==> src/rtl/vram_pkg.sv <==
// Shared constants for the video RAM arbiter: RAM geometry and fixed port roles.
// Imported by the arbiter top and its round-robin picker.
package vram_pkg;

  localparam int VRAM_ADDR_W = 15;
  localparam int VRAM_DATA_W = 32;
  localparam int VRAM_BE_W   = 4;

  localparam int PORT_HOST   = 0;
  localparam int PORT_RR_MIN = 1;

endpackage

==> src/rtl/vram_arb_rr_pick.sv <==
// Rotating first-one finder over ports 1..NUM_PORTS-1, starting at rr_ptr and wrapping back to 1.
// Purely combinational; onehot is all-zero and valid low when the mask is empty.
module vram_arb_rr_pick #(
  parameter int NUM_PORTS = 4,
  parameter int PTR_W     = $clog2(NUM_PORTS)
) (
  input  logic [NUM_PORTS-1:1] mask,
  input  logic [PTR_W-1:0]     rr_ptr,
  output logic [NUM_PORTS-1:1] onehot,
  output logic                 valid
);

  // Two passes: ports at/after the pointer first, then the wrapped ports below it.
  always_comb begin
    onehot = '0;
    valid  = 1'b0;
    for (int p = 1; p < NUM_PORTS; p++) begin
      if (!valid && mask[p] && (p >= int'(rr_ptr))) begin
        onehot[p] = 1'b1;
        valid     = 1'b1;
      end
    end
    for (int p = 1; p < NUM_PORTS; p++) begin
      if (!valid && mask[p] && (p < int'(rr_ptr))) begin
        onehot[p] = 1'b1;
        valid     = 1'b1;
      end
    end
  end

endmodule

==> src/rtl/vram_arbiter.sv <==
// Single-port video RAM arbiter: port 0 fixed priority, ports 1..N-1 round-robin with a wait-count starvation guard.
// Grant and RAM bus are combinational in the access cycle; read data returns one cycle later on rd_valid.
module vram_arbiter
  import vram_pkg::*;
#(
  parameter int NUM_PORTS = 4,
  parameter int MAX_WAIT  = 8,
  parameter int ADDR_W    = VRAM_ADDR_W
) (
  input  logic                           clk,
  input  logic                           rst_n,
  input  logic [NUM_PORTS-1:0]           req,
  input  logic [NUM_PORTS-1:0]           req_write,
  input  logic [NUM_PORTS*ADDR_W-1:0]    req_addr,
  input  logic [NUM_PORTS*VRAM_DATA_W-1:0] req_wrdata,
  input  logic [NUM_PORTS*VRAM_BE_W-1:0] req_wrbytesel,
  output logic [NUM_PORTS-1:0]           ack,
  output logic [NUM_PORTS-1:0]           rd_valid,
  output logic [VRAM_DATA_W-1:0]         rd_data,
  output logic [ADDR_W-1:0]              ram_addr,
  output logic [VRAM_DATA_W-1:0]         ram_wrdata,
  output logic [VRAM_BE_W-1:0]           ram_wrbytesel,
  output logic                           ram_write,
  input  logic [VRAM_DATA_W-1:0]         ram_rddata
);

  localparam int PTR_W = $clog2(NUM_PORTS);
  localparam int CNT_W = $clog2(MAX_WAIT + 1);
  localparam logic [CNT_W-1:0] CNT_MAX = CNT_W'(MAX_WAIT);
  localparam logic [PTR_W-1:0] PTR_FIRST = PTR_W'(PORT_RR_MIN);
  localparam logic [PTR_W-1:0] PTR_LAST  = PTR_W'(NUM_PORTS - 1);

  logic [PTR_W-1:0]     rr_ptr;
  logic [PTR_W-1:0]     rr_ptr_nxt;
  logic [CNT_W-1:0]     wait_cnt [NUM_PORTS-1:1];

  logic [NUM_PORTS-1:1] forced_mask;
  logic [NUM_PORTS-1:1] norm_mask;
  logic [NUM_PORTS-1:1] forced_oh;
  logic [NUM_PORTS-1:1] norm_oh;
  logic                 forced_vld;
  logic                 norm_vld;

  logic [NUM_PORTS-1:0] grant;
  logic                 grant_vld;
  logic [PTR_W-1:0]     grant_idx;

  logic                 rd_pend;
  logic [PTR_W-1:0]     rd_port;

  always_comb begin
    forced_mask = '0;
    for (int p = 1; p < NUM_PORTS; p++) begin
      forced_mask[p] = req[p] && (wait_cnt[p] == CNT_MAX);
    end
  end

  assign norm_mask = req[NUM_PORTS-1:1];

  vram_arb_rr_pick #(
    .NUM_PORTS (NUM_PORTS),
    .PTR_W     (PTR_W)
  ) u_pick_forced (
    .mask   (forced_mask),
    .rr_ptr (rr_ptr),
    .onehot (forced_oh),
    .valid  (forced_vld)
  );

  vram_arb_rr_pick #(
    .NUM_PORTS (NUM_PORTS),
    .PTR_W     (PTR_W)
  ) u_pick_norm (
    .mask   (norm_mask),
    .rr_ptr (rr_ptr),
    .onehot (norm_oh),
    .valid  (norm_vld)
  );

  // Grants are suppressed while reset is held so no access leaks onto the RAM bus.
  always_comb begin
    grant = '0;
    if (rst_n) begin
      if (forced_vld) begin
        grant = {forced_oh, 1'b0};
      end else if (req[PORT_HOST]) begin
        grant[PORT_HOST] = 1'b1;
      end else if (norm_vld) begin
        grant = {norm_oh, 1'b0};
      end
    end
  end

  assign grant_vld = |grant;
  assign ack       = grant;

  always_comb begin
    grant_idx = '0;
    for (int p = 0; p < NUM_PORTS; p++) begin
      if (grant[p]) begin
        grant_idx = PTR_W'(p);
      end
    end
  end

  always_comb begin
    ram_addr      = '0;
    ram_wrdata    = '0;
    ram_wrbytesel = '0;
    ram_write     = 1'b0;
    for (int p = 0; p < NUM_PORTS; p++) begin
      if (grant[p]) begin
        ram_addr      = req_addr[p*ADDR_W +: ADDR_W];
        ram_wrdata    = req_wrdata[p*VRAM_DATA_W +: VRAM_DATA_W];
        ram_wrbytesel = req_wrbytesel[p*VRAM_BE_W +: VRAM_BE_W];
        ram_write     = req_write[p];
      end
    end
  end

  always_comb begin
    rr_ptr_nxt = rr_ptr;
    if (grant_vld && (grant_idx != PTR_W'(PORT_HOST))) begin
      rr_ptr_nxt = (grant_idx == PTR_LAST) ? PTR_FIRST : grant_idx + 1'b1;
    end
  end

  always_ff @(posedge clk or negedge rst_n) begin
    if (!rst_n) begin
      rr_ptr <= PTR_FIRST;
      for (int p = 1; p < NUM_PORTS; p++) begin
        wait_cnt[p] <= '0;
      end
    end else begin
      rr_ptr <= rr_ptr_nxt;
      for (int p = 1; p < NUM_PORTS; p++) begin
        if (!req[p] || grant[p]) begin
          wait_cnt[p] <= '0;
        end else if (wait_cnt[p] != CNT_MAX) begin
          wait_cnt[p] <= wait_cnt[p] + 1'b1;
        end
      end
    end
  end

  // The RAM registers the read internally; only the destination port needs tracking here.
  always_ff @(posedge clk or negedge rst_n) begin
    if (!rst_n) begin
      rd_pend <= 1'b0;
      rd_port <= '0;
    end else begin
      rd_pend <= grant_vld && !ram_write;
      rd_port <= grant_idx;
    end
  end

  always_comb begin
    rd_valid = '0;
    if (rd_pend) begin
      for (int p = 0; p < NUM_PORTS; p++) begin
        if (rd_port == PTR_W'(p)) begin
          rd_valid[p] = 1'b1;
        end
      end
    end
  end

  assign rd_data = ram_rddata;

endmodule
==> config.mk <==
export PLATFORM = sky130hd
export DESIGN_NAME = vram_arbiter
export DESIGN_NICKNAME = d
export VERILOG_FILES = /design/src/rtl/vram_pkg.sv /design/src/rtl/vram_arb_rr_pick.sv /design/src/rtl/vram_arbiter.sv
export SDC_FILE = /design/constraint.sdc
export NUM_CORES = 1
export LEC_CHECK = 0
export ABC_CLOCK_PERIOD_IN_PS = 3950
export BUFFER_PORTS_ARGS = -buffer_cell sky130_fd_sc_hd__clkbuf_2
export CAP_MARGIN = 25
export CORE_AREA = 2 2 130 132
export CTS_BUF_LIST = sky130_fd_sc_hd__clkbuf_16
export DETAILED_ROUTE_END_ITERATION = 16
export DIE_AREA = 0 0 132 134
export GPL_TIMING_DRIVEN = 0
export HOLD_SLACK_MARGIN = 0.06
export PLACE_DENSITY = 0.51
export SYNTH_ARGS = -nofsm -noshare
export SYNTH_HDL_FRONTEND = slang
export SYNTH_SLANG_ARGS = --single-unit
==> constraint.sdc <==
create_clock -name clk -period 3.95 [get_ports clk]
set_input_delay 0.79 -clock clk [delete_from_list [all_inputs] [get_ports clk]]
set_output_delay 0.79 -clock clk [all_outputs]
set_load 0.01 [all_outputs]
==> impl_metrics.csv <==
group,metric,value,unit
run_status,outcome,"completed",
floorplanning,ioPinCount,338,
global_routing,grt_max_degree,22,
critical_path,crit_fanout,10,
synthesis,ys_types,39,
place,gp_congestion,0.790,
critical_path,critPathBufInv,4,
power,p_leak,2.62,nW
layout,fin_nets,896,
power,p_per_area,215,mW/mm^2
synthesis,synth-edff-count,0,
routing,wl_met3,857,um
routing,vias,3672,
critical_path,crit_cells,11,
timing,tightest_slew,0.539,ns
power,combPwrFrac,0.533,
critical_path,cpPeakStageDelay,0.42,ns
floorplanning,rows,47,
synthesis,async_flop_share,1.00,
global_routing,grt_pass1_wl,18200,um
critical_path,start_kind,"flop",
timing,maxSlewHeadroom,0.640,
critical_path,crit_path_cell_trace,"inv_1 > ha_1 > nand3b_1 > nor2_1 > a31oi_1 > a21oi_1 > buf_2 > clkbuf_1 > nand2_1 > nand2_1 > clkbuf_2",
synthesis,synthFlopType,"dfrtp_1",
critical_path,critPathRequiredTime,3.16,ns
clocking,cts_tree,"done",
timing,fin_crit,3.60,ns
layout,regArea,427,sq um
routing,dr.first_iter.drc_count,322,
synthesis,synth_area_per_cell,7.21,sq um
power,ir_drop,0.000116,V
floorplanning,dieHeight,134,um
layout,drive_gt1_frac,0.568,
timing,slew_violations,0,
job,maxCapViolCount,0,
layout,fillers,1860,
critical_path,rrSetupSlack,1.28,ns
synthesis,syn-num-nets,586,
place,buffer_ports.inserted,305,
clocking,cts_max_path_buffers,2,
place,hpwl,10400,um
timing,finalHoldViolCount,0,
power,power,918,uW
routing,drtPass1Iterations,7,
synthesis,yosysSeqAreaShare,0.178,
routing,highest_layer,"met4",
synthesis,yosys_warnings,0,
critical_path,path_delay_family,"buffers and inverters",
power,power.switching,340,uW
clocking,clkLatencyLatePin,0.25,ns
routing,m1WireLength,5200,um
power,sequentialPowerShare,0.247,
timing,setup_ws,0.352,ns
synthesis,syn-cell-area,0.00239,sq mm
clocking,cts_root_buffer,"clkbuf_16",
timing,finalCritPeriodShare,0.911,
synthesis,synth-seq-cells,17,
clocking,clk_pin_slew,0.05,ns
floorplanning,start_util,0.147,
clocking,htree_levels,1,
critical_path,cp-end-kind,"output port",
critical_path,cp.arrival,2.81,ns
routing,wirelength,12300,um
layout,syn2layout_area_growth,78.7,%
layout,final_util,0.263,
power,power_frac_clock,0.219,
critical_path,reg2reg_to,"rr_ptr[1]",
global_routing,grt_usage,0.126,
hold_path,holdCritPathClass,"in2async",
layout,fin_area,0.00428,sq mm
timing,tns,0,ns
layout,multi_input_area,0.00153,sq mm
place,placed_area,0.00420,sq mm
routing,detail-route-antenna-nets,0,
clocking,cts_buffers,3,
routing,avgRoutedWirePerCell,14.2,um
power,p_int,578,uW
global_routing,antenna_found_initial,0,
power,swShare,0.371,
timing,rsz0062_at_grt,"no",
place,place_ws,0.0927,ns
floorplanning,fp.coreArea,0.0163,sq mm
timing,setup_viol,0,
clocking,postCtsSetupRepairBufs,0,
floorplanning,dieWidth,132,um
global_routing,grt_pass1_vias,3518,
clocking,cts_resized,0,
critical_path,critical_path.slowest_cell,"dfrtp_1",
critical_path,r2r_start,"wait_cnt[0]",
timing,finClkSkew,0.00433,ns
floorplanning,dieArea,0.0177,sq mm
synthesis,synth_cells,332,
critical_path,crit_type,"reg2out",
layout,final_common_cell,"clkbuf_2",
critical_path,rr_worst_depth,13,
layout,antennaDiodeCount,0,
layout,final_cell_mix,"clkbuf_2, nand2_1, a222oi_1, buf_4, nor2_1",
timing,clock.fmax,0.278,GHz
global_routing,overflow,0,
routing,dr_wl_met2,6140,um
routing,drc_errors,0,
clocking,ctsHoldBuffers,0,
clocking,cts.sinks,17,
critical_path,cpMostUsedCell,"nand2_1",
routing,via_per_inst,4.26,
## routing by layer
metal	vias to the layer above	GRT usage
met5	-	0
met3	5	0.0159
met2	206	0.226
met4	0	0.0181
met1	1652	0.164
li1	1809	-
## cells in the mapped netlist (all sizes together) (3+ instances only)
cell type    n  share of area
nor2        18          0.028
a21oi        6          0.013
inv         14          0.022
nand4b       3          0.020
xnor2        4          0.015
o21ai        7          0.015
nor2b        3         0.0078
a21o         3         0.0094
xor2         5          0.018
a222oi      51           0.21
clkbuf       8          0.013
dfrtp       16           0.17
ha           8          0.042
nand3        4         0.0084
nand2      112           0.18
mux2i        3          0.013
buf         48           0.15
## final cells by class
class	count	area share
buffer	56	0.0904
clock buffer	3	0.0176
clock inverter	1	0.000878
inverter	14	0.0123
multi-input combinational	245	0.358
sequential	17	0.0998
tap	220	0.0644
timing repair buffer	305	0.357
## worst max path at each step
stage / endpoint / from
floorplan: ram_addr[0] / req[3]
global placement: ram_addr[6] / rst_n
detailed placement: ram_addr[6] / rst_n
CTS: ram_addr[6] / rst_n
global route: ram_wrdata[17] / wait_cnt[0]
finish: ram_wrdata[24] / wait_cnt[0]
## cells by family after synthesis
| family | count (synthesis) | share of synthesized area |
|---|---|---|
| buffers and inverters | 70 | 0.182 |
| multiplexers | 3 | 0.0125 |
| XOR/XNOR | 9 | 0.0329 |
| adder cells (fa/ha/maj) | 8 | 0.0418 |
| AO/OA/AOI/OAI | 75 | 0.283 |
| AND/OR/NAND/NOR | 150 | 0.269 |
| flip-flops | 17 | 0.178 |
## power groups by stage
stage / clock network [mW] / registers (mW) / logic (mW)
floorplan: 0 / 0.223 / 0.251
global placement: 0 / 0.231 / 0.493
detailed placement: 0 / 0.230 / 0.493
CTS: 0.206 / 0.227 / 0.495
global route: 0.212 / 0.232 / 0.542
finish: 0.201 / 0.227 / 0.489
## flip-flops by register name (all words and copies together), names as in the netlist
signal and cells:
rd_pend 1, rr_ptr 2, wait_cnt 12, rd_port 2
## per-stage QoR
stage	instances	hold slack, ns
floorplan	332	0.476
global placement	857	0.510
detailed placement	857	0.506
CTS	861	0.516
global route	861	0.536
finish	861	0.503
(Power assumes the default switching activity.)
